**src/rtl/mem_arbiter.sv**
```systemverilog
`default_nettype none
// ============================================================================
// Module  : mem_arbiter
// Brief   : Two-port round-robin arbiter/sequencer in front of the data RAM.
// Revision: 1.0
// ============================================================================
module mem_arbiter #(
  parameter int MEM_LIMIT = 255
) (
  input  logic        clk,
  input  logic        reset,
  input  logic        aReq,
  input  logic        aWrite,
  input  logic        aWord,
  input  logic        aSign,
  input  logic [31:0] aAddress,
  input  logic [31:0] aDataIn,
  output logic        aAck,
  output logic        aErr,
  output logic [31:0] aDataOut,
  input  logic        bReq,
  input  logic        bWrite,
  input  logic        bWord,
  input  logic        bSign,
  input  logic [31:0] bAddress,
  input  logic [31:0] bDataIn,
  output logic        bAck,
  output logic        bErr,
  output logic [31:0] bDataOut,
  output logic [31:0] ramAddress,
  output logic [31:0] ramDataIn,
  output logic        ramWrite,
  output logic        ramWord,
  output logic        ramSign,
  input  logic [31:0] ramDataOut,
  output logic        busy
);

  typedef enum logic [1:0] {
    S_IDLE   = 2'd0,
    S_ACCESS = 2'd1,
    S_DONE   = 2'd2
  } state_t;

  localparam logic [31:0] c_WORD_MAX = 32'(MEM_LIMIT - 3);
  localparam logic [31:0] c_HALF_MAX = 32'(MEM_LIMIT - 1);

  state_t      r_state;
  state_t      w_next;
  logic        r_lastB;
  logic        r_grantB;
  logic        r_write;
  logic        r_word;
  logic        r_sign;
  logic [31:0] r_addr;
  logic [31:0] r_data;
  logic        w_any;
  logic        w_pickB;
  logic        w_err;
  logic        w_load_ok;

  // On a tie the port that did not win last time is served.
  always_comb begin
    w_any   = aReq | bReq;
    w_pickB = (aReq && bReq) ? ~r_lastB : bReq;
  end

  always_comb begin
    if (r_word) begin
      w_err = (r_addr[1:0] != 2'b00) || (r_addr > c_WORD_MAX);
    end else begin
      w_err = r_addr[0] || (r_addr > c_HALF_MAX);
    end
    w_load_ok = ~r_write & ~w_err;
  end

  always_ff @(posedge clk) begin
    if (reset) begin
      r_state <= S_IDLE;
    end else begin
      r_state <= w_next;
    end
  end

  always_comb begin
    w_next     = r_state;
    ramAddress = '0;
    ramDataIn  = '0;
    ramWrite   = 1'b0;
    ramWord    = 1'b0;
    ramSign    = 1'b0;
    aAck       = 1'b0;
    aErr       = 1'b0;
    bAck       = 1'b0;
    bErr       = 1'b0;
    busy       = 1'b0;
    case (r_state)
      S_IDLE: begin
        if (w_any) begin
          w_next = S_ACCESS;
        end
      end
      S_ACCESS: begin
        busy       = 1'b1;
        ramAddress = r_addr;
        ramDataIn  = r_data;
        ramWrite   = r_write & ~w_err;
        ramWord    = r_word;
        ramSign    = r_sign;
        w_next     = S_DONE;
      end
      S_DONE: begin
        busy   = 1'b1;
        aAck   = ~r_grantB;
        aErr   = ~r_grantB & w_err;
        bAck   = r_grantB;
        bErr   = r_grantB & w_err;
        w_next = S_IDLE;
      end
      default: begin
        w_next = S_IDLE;
      end
    endcase
  end

  always_ff @(posedge clk) begin
    if (reset) begin
      r_lastB  <= 1'b1;
      r_grantB <= 1'b0;
      r_write  <= 1'b0;
      r_word   <= 1'b0;
      r_sign   <= 1'b0;
      r_addr   <= '0;
      r_data   <= '0;
    end else if (r_state == S_IDLE && w_any) begin
      r_grantB <= w_pickB;
      r_lastB  <= w_pickB;
      r_write  <= w_pickB ? bWrite   : aWrite;
      r_word   <= w_pickB ? bWord    : aWord;
      r_sign   <= w_pickB ? bSign    : aSign;
      r_addr   <= w_pickB ? bAddress : aAddress;
      r_data   <= w_pickB ? bDataIn  : aDataIn;
    end
  end

  // Stores and rejected accesses leave zero in the port's data register.
  always_ff @(posedge clk) begin
    if (reset) begin
      aDataOut <= '0;
      bDataOut <= '0;
    end else if (r_state == S_ACCESS) begin
      if (r_grantB) begin
        bDataOut <= w_load_ok ? ramDataOut : '0;
      end else begin
        aDataOut <= w_load_ok ? ramDataOut : '0;
      end
    end
  end

endmodule
`default_nettype wire

```
**config.mk**
```make
export PLATFORM = sky130hd
export DESIGN_NAME = mem_arbiter
export DESIGN_NICKNAME = d
export VERILOG_FILES = /design/src/rtl/mem_arbiter.sv
export SDC_FILE = /design/constraint.sdc
export NUM_CORES = 1
export LEC_CHECK = 0
export BUFFER_PORTS_ARGS = -buffer_cell sky130_fd_sc_hd__clkbuf_2
export CAP_MARGIN = 20
export CELL_PAD_IN_SITES_DETAIL_PLACEMENT = 0
export CELL_PAD_IN_SITES_GLOBAL_PLACEMENT = 1
export CORE_AREA = 4 4 197 103
export CTS_CLUSTER_SIZE = 8
export DETAILED_ROUTE_END_ITERATION = 8
export DIE_AREA = 0 0 201 107
export GPL_ROUTABILITY_DRIVEN = 0
export GPL_TIMING_DRIVEN = 1
export PLACE_DENSITY_LB_ADDON = 0.3
export SYNTH_ARGS = -nofsm -noshare
export SYNTH_HDL_FRONTEND = slang
export SYNTH_SLANG_ARGS = --single-unit
```
**constraint.sdc**
```tcl
create_clock -name clk -period 2.7 [get_ports clk]
set_clock_uncertainty 0.2 [all_clocks]
set_input_delay 0.54 -clock clk [delete_from_list [all_inputs] [get_ports clk]]
set_output_delay 0.54 -clock clk [all_outputs]
set_load 0.05 [all_outputs]
```
==> results of run 1 <==
sequential cells by signal (all words and copies together) (netlist names):
register  flops
aDataOut     32
bDataOut     32
r_addr       32
r_data       32
r_state       2
r_grantB      1
r_lastB       1
r_sign        1
r_word        1
r_write       1
stage by stage:
step / worst slack (ps) / area [µm²] / total power [mW] / std cells / TNS [ps]
2_1_floorplan: -207 / 6030 / 2.98 / 668 / -207
3_3_place_gp: 212 / 7750 / 3.31 / 1172 / 0
3_5_place_dp: 191 / 7750 / 3.32 / 1172 / 0
4_1_cts: 12.2 / 8380 / 5.57 / 1203 / 0
5_1_grt: -5.48 / 8440 / 5.81 / 1203 / -5.48
6_report: 64.7 / 8440 / 5.52 / 1203 / 0
layout make-up:
cell class / instances / area, µm²
Timing Repair Buffer: 318 / 1690
Fill cell: 1835 / 9910
Sequential cell: 135 / 2710
Clock buffer: 17 / 425
Multi-Input combinational cell: 478 / 3170
Tap cell: 240 / 300
Clock inverter: 13 / 134
Inverter: 2 / 7.51
what timing repair did:
item                                    in CTS  in global routing
pin swaps                                    4                  3
gates resized for setup                     15                 10
setup buffers                                1                  0
endpoints found under the setup margin       3                  3
hold endpoints to repair                     0                  0
power groups by stage:
| stage | Combinational, mW | Clock [mW] | Sequential, mW |
|---|---|---|---|
| after global routing | 1.18 | 2.38 | 2.25 |
| final | 1.07 | 2.21 | 2.23 |
| after global placement | 1.06 | 0 | 2.25 |
| after CTS | 1.07 | 2.27 | 2.22 |
| after detailed placement | 1.06 | 0 | 2.26 |
| after floorplan | 0.744 | 0 | 2.23 |
cell families after synthesis:
logic type	after synthesis	share of synthesized area, %
and+or+nand+nor	264	21.7
AOI/OAI and AO/OA	143	16.9
DFF	135	44.8
muxes	67	11.1
buffers and inverters	55	4.61
adders and majority gates	4	0.830
placed cells by master, fill, tap and decap left out, types with 2 or more instances in the layout:
cell          n
clkbuf_16    17
buf_4        11
nand4_1       4
clkinv_4      2
ha_1          3
a211oi_1     67
nor2_1       70
nor4_4        4
nand3_1       2
or4_4         2
dfxtp_1     133
inv_1         2
clkinv_2      5
clkbuf_2    301
nand2b_1     33
mux2i_1      67
buf_12        3
o21ai_1      28
clkinvlp_4    3
a21boi_1      2
bufinv_16     2
o21ai_2      33
o21ai_0       4
and2_1       66
a21oi_1       4
nand2_1      69
clkbuf_8      2
dfxtp_2       2
nor2b_1       3
worst register-to-register path: stages, from the launching register on:
cell and delay [ps]:
dfxtp_2 340, nor4_4 290, nand4_1 230, buf_4 220
or4_4 770, o21ai_0 260
routing by layer:
| layer | vias up | track usage [%] | share of wire (%) |
|---|---|---|---|
| li1 | 2887 | - | - |
| met1 | 2540 | 20.1 | 45 |
| met2 | 121 | 27.8 | 50 |
| met3 | 5 | 4.74 | 5.2 |
| met4 | 0 | 3.24 | 0.33 |
| met5 | - | 0 | 0 |
synth_stat cells, types with 5 or more instances:
library cell and n:
o21ai_2 33, mux2i_1 67, o21ai_1 27, a211oi_1 67, nor4_1 5, nor2_1 72
and2_1 66, buf_6 6, a21oi_1 5, dfxtp_1 135, buf_2 5, o21ai_0 5
clkbuf_1 34, nand2_1 69, nand2b_1 33
path summary, 6_finish.rpt:
path / from / to / depth (start not counted)
setup reg to reg: r_addr[11] / aDataOut[31] / 5
hold reg to reg: bDataOut[30] / bDataOut[30] / 2
hold / removal: ramDataOut[2] / aDataOut[2] / 3
setup / recovery: r_addr[11] / ramWrite / 5
==> flow_metrics.tcl, run 1 <==
set metrics [dict create \
    crit_path_start_kind "flip-flop" \
    die_area_mm2 0.0215 \
    finalNetCount 1126 \
    period_needed_ps 2640 \
    cp.arrival_ps 1900 \
    fmax_ghz 0.379 \
    syn_area_mm2 0.00603 \
    vias_per_cell 4.62 \
    path_delay_family "simple AND/OR/NAND/NOR gates" \
    antenna_found_initial 0 \
    clockBufferDepth 2 \
    ctsRootBufferMaster "clkbuf_16" \
    internal_power_mw 3.88 \
    drt_iter0_markers 172 \
    port_buffers 305 \
    drt_pass1_iterations 4 \
    vias 5553 \
    ctsHtreeMaxLevel 4 \
    synthFlopType "dfxtp_1" \
    row_count 35 \
    cts_hold_buf 0 \
    synth_warnings 0 \
    slew_viol_final 0 \
    overflow 0 \
    timing.slew.headroom_pct 61.3 \
    critPathKind "flip-flop to output pin" \
    synthesis.nets 842 \
    cts_buffers 17 \
    synth.avg_cell_area_um2 9.03 \
    worst_slew_pin_slew_ps 577 \
    grt_pass1_vias 5426 \
    clk_latency_ps 400 \
    synth_top_area_share_pct 44.8 \
    p_clk_share_pct 40.1 \
    die_y_um 107 \
    core_area_mm2 0.0183 \
    hold_violations 0 \
    cts_tree "done" \
    seq_area_frac_synth_pct 44.8 \
    slowest_stage "dfxtp_2" \
    clock-sinks 135 \
    start_util_pct 32.9 \
    ant_nets 0 \
    slowest_delay_ps 340 \
    ys_seq_elements 135 \
    synth_cells 668 \
    powerDensity_mw_per_mm2 654 \
    wire_per_inst_um 15.0 \
    cp.required_ps 1960 \
    hpwlAfterDp_um 13400 \
    async_reset_ff_share_pct 0 \
    period_share_pct 97.6 \
    path_clk_slew_ps 60 \
    grt_usage_pct 16.1 \
    hold_path.class "primary input to flip-flop" \
    crit_buf_inv 1 \
    rrSetupSlack_ps 310 \
    layout-drive-gt1-share_pct 41.7 \
    power_switching_mw 1.64 \
    fin_util_pct 46.0 \
    p_leak_nw 3.85 \
    io_pins 306 \
    whs_ps 195 \
    p_comb_share_pct 19.5 \
    syn_to_final_growth_pct 39.9 \
    synth.distinct_cells 32 \
    synthTopCellsByArea "dfxtp_1 (45%), mux2i_1 (11%), a211oi_1 (8.3%), and2_1 (6.8%), o21ai_2 (4.8%)" \
    yosysTopAreaCell "dfxtp_1" \
    die_x_um 201 \
    p_sw_share_pct 29.7 \
    num_antenna_cells 0 \
    setup_viol 0 \
    path_max_fanout 3 \
    grt_first_pass_wirelength_um 28000 \
    power_frac_seq_pct 40.5 \
    synth-edff-count 0 \
    cp-end-kind "output pin" \
    worstPathCellList "nor4_4 -> nand4_1 -> or2_4 -> nor3_4 -> buf_8" \
    grt_max_degree 80 \
    status "complete, no violations" \
    ir_drop_mv 0.488 \
    drc_errors 0 \
    drt-total-wl_um 18100 \
    maxCapViolations 0 \
]
No activity file was read; power rests on OpenSTA's default activity.
==> run 2: changes to the inputs <==
==> config.mk (replaced) <==
export PLATFORM = sky130hd
export DESIGN_NAME = mem_arbiter
export DESIGN_NICKNAME = d
export VERILOG_FILES = /design/src/rtl/mem_arbiter.sv
export SDC_FILE = /design/constraint.sdc
export NUM_CORES = 1
export LEC_CHECK = 0
export ABC_AREA = 1
export BUFFER_PORTS_ARGS = -buffer_cell sky130_fd_sc_hd__clkbuf_2
export CAP_MARGIN = 20
export CELL_PAD_IN_SITES_DETAIL_PLACEMENT = 0
export CELL_PAD_IN_SITES_GLOBAL_PLACEMENT = 1
export CORE_AREA = 4 4 204 107
export CTS_CLUSTER_SIZE = 8
export DETAILED_ROUTE_END_ITERATION = 8
export DIE_AREA = 0 0 208 111
export GPL_ROUTABILITY_DRIVEN = 0
export GPL_TIMING_DRIVEN = 1
export PLACE_DENSITY_LB_ADDON = 0.1
export SETUP_SLACK_MARGIN = 0.3
export SYNTH_ARGS = -nofsm -noshare
export SYNTH_HDL_FRONTEND = slang
export SYNTH_SLANG_ARGS = --single-unit
==> flow_metrics.tcl, run 2 <==
set metrics [dict create \
    overflow 0 \
    vias 6738 \
    drt_pass1_iterations 7 \
    clk_latency_ps 430 \
    synthXorXnorAreaFrac_pct 0 \
    hold_path.class "primary input to flip-flop" \
    die_area_mm2 0.0231 \
    start_util_pct 30.3 \
    worst_slew_pin_slew_ps 521 \
    cp.required_ps 1960 \
    synthTopCellsByArea "dfxtp_1 (44%), nand2_1 (13%), o21ai_0 (9.9%), a31oi_1 (6.9%), a21oi_1 (5.4%)" \
    synthFlopType "dfxtp_1" \
    grtUsageMet2_pct 26.3 \
    synth_top_area_share_pct 44.4 \
    die_x_um 208 \
    synthTopCellsByCount "nand2_1 (217), dfxtp_1 (135), o21ai_0 (120), inv_1 (79), a31oi_1 (67)" \
    finalNetCount 1292 \
    ant_nets 0 \
    ys_seq_elements 135 \
    ctsHtreeMaxLevel 4 \
    synthAdderAreaFrac_pct 0.822 \
    cp.arrival_ps 1760 \
    syn_to_final_growth_pct 49.1 \
    cp-end-kind "output pin" \
    die_y_um 111 \
    clock-sinks 135 \
    timing.slew.headroom_pct 65.3 \
    path_max_fanout 3 \
    place_inst 1356 \
    layout-drive-gt1-share_pct 37.2 \
    grt_setup_unrepaired "true" \
    grt_pass1_vias 6409 \
    hpwlAfterDp_um 15700 \
    core_area_mm2 0.0201 \
    maxCapViolations 0 \
    yosysTopAreaCell "dfxtp_1" \
    period_needed_ps 2500 \
    drt_iter0_markers 482 \
    synth-simple-area-share_pct 20.8 \
    cts_tree "done" \
    p_leak_nw 4.59 \
    ctsRootBufferMaster "clkbuf_16" \
    path_clk_slew_ps 60 \
    synth.distinct_cells 31 \
    cts_buffers 17 \
    antenna_found_initial 0 \
    slew_viol_final 0 \
    grtUsageMet3_pct 5.51 \
    num_antenna_cells 0 \
    io_pins 306 \
    synth.avg_cell_area_um2 7.29 \
    clockBufferDepth 2 \
    grt_max_degree 84 \
    crit_path_start_kind "flip-flop" \
    met1_usage_pct 28.1 \
    wire_per_inst_um 16.8 \
    powerDensity_mw_per_mm2 702 \
    cts_hold_buf 0 \
    place_area_mm2 0.00787 \
    fmax_ghz 0.400 \
    muxShareOfSynthArea_pct 0 \
    row_count 37 \
    critPathKind "flip-flop to output pin" \
    seq_area_frac_synth_pct 44.4 \
    setup_viol 0 \
    async_reset_ff_share_pct 0 \
    yosysMostFrequentCell "nand2_1" \
    vias_per_cell 4.80 \
    grt_usage_pct 19.1 \
    synth-edff-count 0 \
    synth_compound_area_share_pct 23.5 \
    synthesis.nets 1009 \
    hold_violations 0 \
    status "complete, no violations" \
    whs_ps 143 \
    grt_first_pass_wirelength_um 35700 \
    stdcell_count 1404 \
    fill_cells 2125 \
    synth_warnings 0 \
    final_cell_area_mm2 0.00907 \
    grt_busiest_layer "met1" \
    final_cell_mix "clkbuf_2 (235), nand2_1 (214), dfxtp_1 (124)" \
    period_share_pct 92.6 \
    port_buffers 305 \
    synth_cells 835 \
    ir_drop_mv 0.395 \
    tns_ps 0 \
    final_common_cell "clkbuf_2" \
    drt-total-wl_um 23600 \
    synth_top_family_by_area "compound AO/OA/AOI/OAI gates" \
    drc_errors 0 \
    syn_area_mm2 0.00609 \
]
==> run 2: power breakdown <==
part           switching, mW  internal, mW
Sequential             0.133          2.22
Clock                  0.915          1.36
Combinational           1.17         0.562
==> run 2: worst paths after layout <==
check / start / slack [ps] / endpoint / cells past startpoint
setup / recovery: r_addr[0] / 200 / ramWrite / 7
hold reg to reg: r_lastB / 310 / r_lastB / 2
setup reg to reg: r_addr[0] / 640 / bDataOut[23] / 8
hold / removal: reset / 140 / r_state[0] / 2
==> run 2: repair_timing <==
item	in CTS	in global routing
pin swaps	1	5
gates resized for setup	67	139
buffers inserted	4	6
hold endpoints to repair	0	0
gates cloned	1	5
setup endpoints to repair	69	70
==> run 2: area by class of cell <==
class | instances | area, µm² | area share, %
Multi-Input combinational cell | 548 | 2820 | 31.1
Sequential cell | 135 | 2720 | 29.9
Timing Repair Buffer | 335 | 2310 | 25.5
Clock buffer | 21 | 480 | 5.29
Tap cell | 273 | 342 | 3.76
Inverter | 81 | 308 | 3.39
Clock inverter | 11 | 97.6 | 1.08
==> run 2: kinds of logic (layout without fill, tap and decap cells) <==
logic type	Yosys count	after routing
AND/OR/NAND/NOR	277	277
adder cells (fa/ha/maj)	4	4
AO/OA/AOI/OAI	267	267
flip-flops	135	135
buffers and inverters	152	448
==> run 2: worst max-delay path, cell delays in order, from the launching register on <==
cell and delay, ps:
dfxtp_2 330, or2_1 230, nor2_2 90, nand2_2 100, nor2_8 100, and2_4 150, and3_4 180, buf_8 140
==> run 2: through the flow <==
stage                     total power, mW  utilization, %  setup WS (ps)
final                                6.37            45.2            200
after global routing                 6.69            45.2           91.2
after CTS                            6.30            43.3            119
after detailed placement             3.94            39.1            410
after global placement               3.95            39.1            406
after floorplan                      3.45               -            369
==> run 2: layer usage <==
metal / routed length (µm) / vias to the layer above
met5: 0 / -
met4: 518 / 0
met3: 1630 / 36
met2: 9620 / 235
met1: 11800 / 3093
li1: - / 3374
==> run 3: changes to the inputs <==
--- a/config.mk
+++ b/config.mk
@@ -17,7 +17,7 @@
 export GPL_ROUTABILITY_DRIVEN = 0
 export GPL_TIMING_DRIVEN = 1
 export PLACE_DENSITY_LB_ADDON = 0.1
-export SETUP_SLACK_MARGIN = 0.3
+export SETUP_SLACK_MARGIN = 0.05
 export SYNTH_ARGS = -nofsm -noshare
 export SYNTH_HDL_FRONTEND = slang
 export SYNTH_SLANG_ARGS = --single-unit
==> constraint.sdc (replaced) <==
create_clock -name clk -period 2.7 [get_ports clk]
set_clock_uncertainty 0.2 [all_clocks]
set_input_delay 0.54 -clock clk [delete_from_list [all_inputs] [get_ports clk]]
set_output_delay 0.54 -clock clk [all_outputs]
set_load 0.01 [all_outputs]
==> flow_metrics.tcl, run 3 (synthesis results as in run 2) <==
set metrics [dict create \
    antenna_found_initial 0 \
    ctsHtreeMaxLevel 4 \
    timing.slew.headroom_pct 57.9 \
    fin_total_pwr_mw 5.91 \
    p_leak_nw 4.41 \
    grt_first_pass_wirelength_um 35300 \
    clk_latency_ps 420 \
    period_share_pct 92.7 \
    clockBufferDepth 2 \
    fmax_ghz 0.399 \
    r2r-end "bDataOut[31]" \
    whs_path_depth 3 \
    overflow 0 \
    ctsRootBufferMaster "clkbuf_16" \
    io_pins 306 \
    period_needed_ps 2500 \
    final_cell_mix "clkbuf_2 (305), nand2_1 (216), dfxtp_1 (135)" \
    grt_max_degree 78 \
    ant_nets 0 \
    multi_input_area_mm2 0.00277 \
    tns_ps 0 \
    path_clk_slew_ps 60 \
    syn_to_final_growth_pct 38.9 \
    drt_pass1_iterations 5 \
    fill_cells 2117 \
    drc_errors 0 \
    cts_hold_buf 0 \
    core_area_mm2 0.0201 \
    status "complete, no violations" \
    row_count 37 \
    port_buffers 305 \
    wire_per_inst_um 15.9 \
    grt_pass1_vias 6355 \
    ir_drop_mv 0.361 \
    cts_resized 0 \
    vias_per_cell 4.71 \
    clock-sinks 135 \
    regArea_mm2 0.00270 \
    critPathKind "flip-flop to output pin" \
    grt_setup_unrepaired "false" \
    start_util_pct 30.3 \
    cts_tree "done" \
    hold_path.class "primary input to flip-flop" \
    rrSetupSlack_ps 700 \
    r2r_cells 7 \
    cp.arrival_ps 1760 \
    maxCapViolations 0 \
    powerDensity_mw_per_mm2 699 \
    hold_violations 0 \
    grt_usage_pct 18.7 \
    num_antenna_cells 0 \
    finalNetCount 1277 \
    grtUsageMet3_pct 5.23 \
    worst_slew_pin_slew_ps 632 \
    cp.required_ps 1960 \
    hpwlAfterDp_um 15500 \
    r2r_start "r_addr[0]" \
    drt-total-wl_um 22000 \
    die_area_mm2 0.0231 \
    cp-endpoint "ramWrite" \
    grt_busiest_layer "met1" \
    critPathLaunch "r_addr[0]" \
    cp-end-kind "output pin" \
    die_y_um 111 \
    layout-drive-gt1-share_pct 33.9 \
    crit_path_start_kind "flip-flop" \
    grtUsageMet2_pct 27.0 \
    path_max_fanout 4 \
    cts_buffers 17 \
    final_common_cell "clkbuf_2" \
    vias 6535 \
    setup_viol 0 \
    slew_viol_final 0 \
    cts_setup_buffers 0 \
    drt_iter0_markers 424 \
    die_x_um 208 \
    met1_usage_pct 27.5 \
]
==> run 3: cell types whose count changed in the layout (fill, tap and decap cells not counted), moves of 11 or more <==
| cell | change |
|---|---|
| clkbuf_4 | -15 |
| dfxtp_2 | -11 |
| dfxtp_1 | +11 |
| clkbuf_2 | +70 |
| buf_4 | -28 |
| buf_6 | -24 |
==> run 3: area by class of cell <==
type,count,share of cell area [%]
Sequential cell,135,31.9
Multi-Input combinational cell,548,32.7
Tap cell,273,4.04
Timing Repair Buffer,320,20.4
Clock inverter,10,1.70
Inverter,81,3.61
Clock buffer,21,5.56
==> run 3: layer usage <==
metal | wire length [µm] | vias to the layer above
met2 | 9470 | 192
met5 | 0 | -
li1 | - | 3334
met3 | 1330 | 15
met4 | 178 | 0
met1 | 11100 | 2994
==> run 3: worst min path at each step <==
| stage | from | to | slack (ps) |
|---|---|---|---|
| after floorplan | r_lastB | r_lastB | 250 |
| after global placement | r_lastB | r_lastB | 300 |
| after detailed placement | r_lastB | r_lastB | 310 |
| after CTS | reset | r_grantB | 140 |
| after global routing | reset | r_grantB | 150 |
| final | bAddress[11] | r_addr[11] | 160 |
==> run 3: through the flow <==
| stage | util (%) | instance area (µm²) | worst slack, ps | hold WS [ps] | instances |
|---|---|---|---|---|---|
| after detailed placement | 39.0 | 7840 | 581 | 308 | 1357 |
| final | 42.1 | 8460 | 196 | 164 | 1388 |
| after floorplan | - | 6090 | 595 | 248 | 835 |
| after global routing | 42.1 | 8460 | 76.1 | 153 | 1388 |
| after CTS | 42.1 | 8450 | 110 | 141 | 1388 |
| after global placement | 39.0 | 7840 | 592 | 298 | 1357 |
==> run 3: where the power goes <==
| group | leakage [nW] | switching, mW | internal (mW) | total (mW) |
|---|---|---|---|---|
| clock network | 0.304 | 0.913 | 1.53 | 2.44 |
| logic | 2.99 | 0.695 | 0.426 | 1.12 |
| registers | 1.11 | 0.126 | 2.22 | 2.35 |
==> run 3: critical path, stage by stage (launching register included) <==
cell      delay, ps
dfxtp_1         350
or2_1           230
nor2_1          130
nand2_2         110
nor2_8          110
and2_4          150
and3_1          140
clkbuf_2        140
